===== config.mk =====
export PLATFORM = sky130hd
export DESIGN_NAME = bus_arbiter_flat
export DESIGN_NICKNAME = d
export VERILOG_FILES = /design/src/rtl/bus_arbiter_if.sv /design/src/rtl/bus_arbiter.sv /design/src/flat_wrapper.sv
export SDC_FILE = /design/constraint.sdc
export NUM_CORES = 1
export LEC_CHECK = 0
export ABC_AREA = 1
export CAP_MARGIN = 15
export CORE_MARGIN = 1.5
export CORE_UTILIZATION = 40
export DETAILED_ROUTE_END_ITERATION = 12
export PLACE_DENSITY = 0.68
export SETUP_SLACK_MARGIN = 0.02
export SYNTH_ARGS = -nofsm -noshare
export SYNTH_HDL_FRONTEND = slang
export SYNTH_SLANG_ARGS = --single-unit

===== constraint.sdc =====
create_clock -name CLK -period 1.2 [get_ports CLK]
set_input_delay 0.18 -clock CLK [delete_from_list [all_inputs] [get_ports CLK]]
set_output_delay 0.18 -clock CLK [all_outputs]
set_load 0.02 [all_outputs]

===== src/rtl/bus_arbiter_if.sv =====
// Bus arbiter signal bundle: master-side request/select/split inputs and the
// grant outputs. "master" is the requesting side, "slave" is the arbiter side.
interface bus_arbiter_if #(
  parameter int NM = 2,
  parameter int NS = 3,
  parameter int MW = $clog2(NM)
);
  logic [NM-1:0] M_REQ;
  logic [NM-1:0] M_GNT;
  logic [NS-1:0] S_SEL;
  logic [NS-1:0] S_SPLIT;
  logic [MW-1:0] B_MSEL;
  logic          B_GNT_VALID;
  logic [NM-1:0] SPLIT_PEND;

  modport master (
    output M_REQ, S_SEL, S_SPLIT,
    input  M_GNT, B_MSEL, B_GNT_VALID, SPLIT_PEND
  );

  modport slave (
    input  M_REQ, S_SEL, S_SPLIT,
    output M_GNT, B_MSEL, B_GNT_VALID, SPLIT_PEND
  );
endinterface


===== src/rtl/bus_arbiter.sv =====
// Round-robin bus arbiter with a one-cycle turnaround between owners and
// split-transaction parking with priority re-grant of released masters.
module bus_arbiter #(
  parameter int NM = 2,
  parameter int NS = 3,
  parameter int MW = $clog2(NM)
) (
  input  logic           CLK,
  input  logic           RSTN,
  bus_arbiter_if.slave   bus
);
  localparam int SW = (NS > 1) ? $clog2(NS) : 1;
  localparam logic [MW-1:0] RR_RESET = MW'(NM - 1);
  localparam logic [NM-1:0] ONE_HOT0 = NM'(1);

  typedef enum logic [1:0] {IDLE, GRANTED, HANDOVER} state_t;

  state_t        state_q;
  logic [NM-1:0] gnt_q;
  logic [NM-1:0] pend_q;
  logic [MW-1:0] msel_q;
  logic [MW-1:0] rr_q;
  logic          valid_q;
  logic [SW-1:0] splitSlave_q [NM];

  logic [NM-1:0] released;
  logic [NM-1:0] normal;
  logic [NS-1:0] splitHit;
  logic [SW-1:0] splitIdx;
  logic          selFound;
  logic          selReleased;
  logic [MW-1:0] selIdx;
  logic          ownerReq;

  assign splitHit = bus.S_SPLIT & bus.S_SEL;
  assign ownerReq = bus.M_REQ[msel_q];

  always_comb begin
    released = '0;
    normal   = '0;
    for (int m = 0; m < NM; m++) begin
      normal[m]   = bus.M_REQ[m] & ~pend_q[m];
      released[m] = bus.M_REQ[m] & pend_q[m] & ~bus.S_SPLIT[splitSlave_q[m]];
    end
  end

  always_comb begin
    splitIdx = '0;
    for (int s = NS - 1; s >= 0; s--) begin
      if (splitHit[s]) splitIdx = SW'(s);
    end
  end

  // Descending loops so the last hit (lowest index / nearest after rr_q) wins.
  always_comb begin
    int idx;
    idx         = 0;
    selFound    = 1'b0;
    selReleased = 1'b0;
    selIdx      = '0;
    for (int m = NM - 1; m >= 0; m--) begin
      if (released[m]) begin
        selFound    = 1'b1;
        selReleased = 1'b1;
        selIdx      = MW'(m);
      end
    end
    if (!selFound) begin
      for (int k = NM; k >= 1; k--) begin
        idx = (int'(rr_q) + k) % NM;
        if (normal[idx]) begin
          selFound = 1'b1;
          selIdx   = MW'(idx);
        end
      end
    end
  end

  always_ff @(posedge CLK or negedge RSTN) begin
    if (!RSTN) begin
      state_q <= IDLE;
      gnt_q   <= '0;
      pend_q  <= '0;
      msel_q  <= '0;
      rr_q    <= RR_RESET;
      valid_q <= 1'b0;
      for (int m = 0; m < NM; m++) splitSlave_q[m] <= '0;
    end else begin
      // A parked master that drops its request abandons the split.
      for (int m = 0; m < NM; m++) begin
        if (!bus.M_REQ[m]) pend_q[m] <= 1'b0;
      end
      case (state_q)
        IDLE, HANDOVER: begin
          if (selFound) begin
            state_q <= GRANTED;
            gnt_q   <= ONE_HOT0 << selIdx;
            msel_q  <= selIdx;
            valid_q <= 1'b1;
            if (selReleased) pend_q[selIdx] <= 1'b0;
            else             rr_q <= selIdx;
          end else begin
            state_q <= IDLE;
          end
        end
        GRANTED: begin
          if (!ownerReq) begin
            state_q <= HANDOVER;
            gnt_q   <= '0;
            valid_q <= 1'b0;
          end else if (|splitHit) begin
            state_q              <= HANDOVER;
            gnt_q                <= '0;
            valid_q              <= 1'b0;
            pend_q[msel_q]       <= 1'b1;
            splitSlave_q[msel_q] <= splitIdx;
          end
        end
        default: begin
          state_q <= IDLE;
          gnt_q   <= '0;
          valid_q <= 1'b0;
        end
      endcase
    end
  end

  assign bus.M_GNT       = gnt_q;
  assign bus.B_MSEL      = msel_q;
  assign bus.B_GNT_VALID = valid_q;
  assign bus.SPLIT_PEND  = pend_q;
endmodule


===== src/flat_wrapper.sv =====
// flat-port wrapper written by rule: the top's interface ports become plain ports
module bus_arbiter_flat 
#(
  parameter int NM = 2,
  parameter int NS = 3,
  parameter int MW = $clog2(NM)
)
  (CLK, RSTN, bus_M_REQ, bus_S_SEL, bus_S_SPLIT, bus_M_GNT, bus_B_MSEL, bus_B_GNT_VALID, bus_SPLIT_PEND);
  bus_arbiter_if #(.NM(NM), .NS(NS), .MW(MW)) bus_i ();
  input  logic CLK;
  input  logic RSTN;
  input wire logic [$bits(bus_i.M_REQ)-1:0] bus_M_REQ;
  input wire logic [$bits(bus_i.S_SEL)-1:0] bus_S_SEL;
  input wire logic [$bits(bus_i.S_SPLIT)-1:0] bus_S_SPLIT;
  output wire logic [$bits(bus_i.M_GNT)-1:0] bus_M_GNT;
  output wire logic [$bits(bus_i.B_MSEL)-1:0] bus_B_MSEL;
  output wire logic [$bits(bus_i.B_GNT_VALID)-1:0] bus_B_GNT_VALID;
  output wire logic [$bits(bus_i.SPLIT_PEND)-1:0] bus_SPLIT_PEND;
  assign bus_i.M_REQ = bus_M_REQ;
  assign bus_i.S_SEL = bus_S_SEL;
  assign bus_i.S_SPLIT = bus_S_SPLIT;
  assign bus_M_GNT = bus_i.M_GNT;
  assign bus_B_MSEL = bus_i.B_MSEL;
  assign bus_B_GNT_VALID = bus_i.B_GNT_VALID;
  assign bus_SPLIT_PEND = bus_i.SPLIT_PEND;
  bus_arbiter #(.NM(NM), .NS(NS), .MW(MW)) u_core (.CLK(CLK), .RSTN(RSTN), .bus(bus_i));
endmodule

## Word-level counts from Yosys, hierarchy flattened

Index checks and enable logic that the tools add are counted.
Widths: inputs -> output; s select.

- Bits in registers: 13
- Output and inout port bits: 6

- $add $sub $neg: 2
- Magnitude comparators: 10
- Equality and inequality tests: 4
- Shifts and indexed selects: 1
- Mux-type cells: 50
- Bitwise gates (word level): 18
- Reduce and logical (&&, ||, !) cells: 10

Operators with widths:

| cell | number |
|---|---|
| $mux 1 | 27 |
| $mux 2 | 13 |
| $lt 2x3->1 const B | 4 |
| $pmux 2 s2 | 3 |
| $and 1x1->1 | 6 |
| $reduce_and 3->1 | 2 |
| $not 1->1 | 5 |
| $bmux 1 s2 | 2 |
| $bwmux 4 | 1 |
| $lt 1x2->1 const B | 2 |
| $reduce_and 2->1 | 2 |
| $and 3x3->3 | 1 |
| $logic_and 1x1->1 | 3 |
| $ne 3x3->1 const B | 1 |
| $reduce_or 3->1 | 1 |
| $add 1x1->1 const B | 2 |
| $and 1x1->1 const A | 2 |
| $and 2x2->2 | 1 |
| $demux 1 s1 | 2 |
| $demux 2 s1 | 1 |
| $eq 2x1->1 const B | 1 |
| $eq 2x2->1 const B | 1 |
| $ge 1x1->1 const B | 2 |
| $ge 2x2->1 const B | 1 |
| 9 further kinds | 9 |

## Depth between registers and ports, before layout

- Depth after elaboration: 18
- Depth in mapped cells: 9
- Gate-level depth less buffers: 9

## Worst setup path after synthesis

No wires, ideal clock.

- Kind: reg-to-reg
- Start point: register u_core.msel_q, in the netlist u_core.bus.B_MSEL
- End point: register u_core.splitSlave_q[2] in the netlist's numbering
- Arrival time: 1.126 ns
- Required time: 1.124 ns
- Setup slack: -0.003 ns
- Cell stages (with the launch flop): 8
- Buffers on the path: 0
- Clock period less this slack: 1.203 ns
- Path through: dfrtp_1 -> nand2_1 -> o21ai_2 -> nor2_4 -> nand2_4 -> nor2_4 -> nand2_1 -> o21ai_1

- Cells in the longest elaborated chain, start to end: 6
- Elaborated cells between the ends (all ways): 10

RTL lines:

| what | line | text |
|---|---|---|
| start: declaration | bus_arbiter.sv:21 | `logic [MW-1:0] msel_q;` |
| start signal: assignment | bus_arbiter.sv:98 | `msel_q <= selIdx;` |
| $not 1->2 (implied by the code) | bus_arbiter.sv:116 | `splitSlave_q[msel_q] <= splitIdx;` |
| $ge 2x2->1 (implied by the code) or $lt 2x1->1 (tied branches) | bus_arbiter.sv:116 |  |
| $logic_and 1x1->1 (implied by the code) | bus_arbiter.sv:116 |  |
| $mux 2 (implied by the code) | bus_arbiter.sv:116 |  |
| $demux 2 s1 | bus_arbiter.sv:116 |  |
| $bwmux 4 | bus_arbiter.sv:116 |  |
| end signal: indexed assignment | bus_arbiter.sv:116 |  |
| end: declaration | bus_arbiter.sv:24 | `logic [SW-1:0] splitSlave_q [NM];` |

Parallel ways exist; a longest one is shown, timed or not. The select of a mux whose other input is x is not followed.
A chain may end at the register's enable or synchronous reset.

## Worst setup path after layout

- Start point: register u_core.state_q[0]
- End point: register u_core.splitSlave_q[2] in the netlist's numbering

- Cells in the longest elaborated chain, start to end: 2

RTL lines:

| what | line | text |
|---|---|---|
| start: declaration | bus_arbiter.sv:18 | `state_t state_q;` |
| start signal: assignment | bus_arbiter.sv:81 | `state_q <= IDLE;` |
| start signal: assignment | bus_arbiter.sv:96 | `state_q <= GRANTED;` |
| start signal: assignment | bus_arbiter.sv:103 | `state_q <= IDLE;` |
| $eq 2x1->1 | bus_arbiter.sv:93 | `case (state_q)` |
| $reduce_and 3->1 (no source line) | - |  |

Every way passes these cells.

==> flow_summary.toml <==
[sta]
fin_hold_ws_ps = 163.4
clock.fmax_mhz = 827.1
finalSetupViolCount = 2
worst_slack_ps = -9.111
finalCriticalPeriod_ps = 1209
maxSlewViolCount = 0
clock_skew_ps = 1.512
worst_pin_slew_ps = 317.8
maxSlewHeadroom_pct = 78.75
post-route-period-util_pct = 100.8
hold_violations = 0
rsz0062_at_grt = "true"

[yosys]
ys_seq_area_share_pct = 45.23
syn_area_per_cell_um2 = 7.443
yosysTopAreaCell = "dfrtp_1"
synth_cell_types = 18
syn-num-nets = 107
synth_area_leaders = "dfrtp_1, nand2_1, nand3_1"
syn_inst = 97
syn_area_um2 = 721.9
synth_top_cell_area_share_pct = 41.59
ys_ff_latch = 13
yosys_warnings = 0

[power]
vdd_drop_max_mv = 1.286
powerDensity_nw_per_um2 = 2100
p_leak_uw = 0.0005604

[detailed_routing]
drc = 0
wl_um = 1625
drtIter0Drc = 13
dr.pass1.iters = 4
wire_per_inst_um = 10.98
postRouteAntennaNets = 0
vias_per_cell = 4.601
vias = 681

[placement]
portBuffers = 15
gp_congestion = 0.7803
dp_hpwl_um = 1222
dp_cells = 141

[finish]
num_antenna_cells = 0
instances_no_fill = 148
drive_gt1_share_pct = 33.33
layout.nets = 134
fillCellCount = 154
area_delta_synth_final_pct = 45.06

[min_path]
hold_class = "in2async"

[critical_path]
startpoint = "u_core.state_q[0]"
worstRegToRegCells = 7
crit_path_end_kind = "register"
arrival_ps = 1410
path_max_fanout = 5
crit_required_ps = 1400
r2r_start = "u_core.state_q[0]"
cp-start-kind = "register"
r2r_slack_ps = -9
critical_path_class = "reg2reg"
r2r_end = "u_core.splitSlave_q[2]"

[run]
drv_cap = 0

[floorplan]
rows = 15
ioPinCount = 16
die_y_um = 45.49
core-area_um2 = 1708
initial_core_util_pct = 42.27
dieArea_um2 = 2069
die_w_um = 45.49

[global_routing]
grt_use_total_pct = 17.09
grt_max_degree = 9
antenna_found_initial = 0
grt_pass1_vias = 594
grt_first_pass_wirelength_um = 2539
grt-ovfl-total = 0

[clocking]
clkTransAtPathRegs_ps = 80
cts-root-buf = "clkbuf_4"
hold_buffers = 0
cts_buffers = 3
htree_levels = 1
cts_tree = "yes"
max-clock-path-buffers = 2
clk-insertion-delay-late_ps = 270
clock-sinks = 13

[run_status]
status = "complete, but fails checks"
violations = "negative setup slack"
[metal layers]
metal	routed length (µm)	track usage, %
met1	791	23.95
met2	792	26.20
met3	33	2.381
met4	8	7.059
met5	0	0
[logic make-up after synthesis]
kind of cell,after synthesis,synth area share (%)
AO/OA/AOI/OAI,11,8.145
buffers and inverters,15,7.798
flip-flops,13,45.23
AND/OR/NAND/NOR,58,38.82
[per-stage QoR]
| step | area (µm²) | setup slack, ps | total power, µW | setup TNS, ps | utilization [%] |
|---|---|---|---|---|---|
| after CTS | 988.4 | -24.35 | 2071 | -58.22 | 57.88 |
| after detailed placement | 947.2 | -284.6 | 1826 | -3180 | 55.46 |
| final | 1047 | -9.111 | 2200 | -16.18 | 61.32 |
| after global placement | 947.2 | -261.1 | 1810 | -2924 | 55.46 |
| after global routing | 1047 | -110.5 | 2384 | -585.7 | 61.32 |
| after floorplan | 723.2 | 43.87 | 1426 | 0 | - |
[cells in the mapped netlist]
cell	instances
clkinv_1	1
nand2_4	1
o21ai_2	1
nand3_1	9
or2_4	1
nand4_1	2
inv_1	11
inv_2	3
nor2_4	3
nand4_2	1
nor2_1	5
dfrtp_1	12
dfstp_2	1
o21ai_1	7
a21oi_1	1
nand2_2	1
nand2_1	35
o21ai_0	2
[critical path, cell delays in order (launching register included)]
cell and delay [ps]:
dfrtp_1 360, inv_2 40, or2_4 240, nor2_4 140, nand2_4 100, nor2_4 120
nand2_1 50, o21ai_1 80
[worst max-delay path by stage]
stage	end	depth (start not counted)	slack (ps)
after floorplan	u_core.bus.B_MSEL	9	40
after global placement	u_core.bus.B_GNT_VALID	8	-260
after detailed placement	u_core.bus.B_GNT_VALID	8	-280
after CTS	u_core.splitSlave_q[2]	7	-20
after global routing	u_core.splitSlave_q[2]	7	-110
final	u_core.splitSlave_q[2]	7	-9
[layout make-up]
type	instances	area [µm²]	area share, %
repair buffers	22	206.4	19.71
multi-input cells	69	399.1	38.11
inverters	15	56.30	5.376
well taps	25	31.28	2.987
flip-flops and latches	13	327.8	31.30
clock buffers	4	26.28	2.509
[power breakdown]
part / switching, µW / internal [µW] / leakage (µW)
Sequential: 151 / 644 / 0.000164
Clock: 134 / 129 / 0.0000150
Combinational: 676 / 467 / 0.000382
[placed cells by master, fill, tap and decap left out, drive strengths merged]
master,Yosys,final
nand2,37,37
inv,14,15
dfrtp,12,12
o21ai,10,10
nand3,9,9
nor2,8,8
buf,0,7
clkbuf,0,7
clkdlybuf4s50,0,6
dlymetal6s2s,0,3
nand4,3,3
clkdlybuf4s15,0,2
or2,1,1
a21oi,1,1
dlygate4sd2,0,1
dfstp,1,1
[flip-flops by register name, summed over array words and instances, names as in the netlist]
| signal | count |
|---|---|
| u_core.bus.M_GNT | 2 |
| u_core.rr_q | 1 |
| u_core.bus.B_GNT_VALID | 1 |
| u_core.bus.SPLIT_PEND | 2 |
| u_core.state_q | 2 |
| u_core.bus.B_MSEL | 1 |
| u_core.splitSlave_q | 4 |
[what timing repair did]
item | CTS | global route
buffers inserted | 0 | 3
pin swaps | 4 | 12
endpoints found under the setup margin | 16 | 17
resized for setup | 12 | 24
Power figures use the tool's default switching activity.
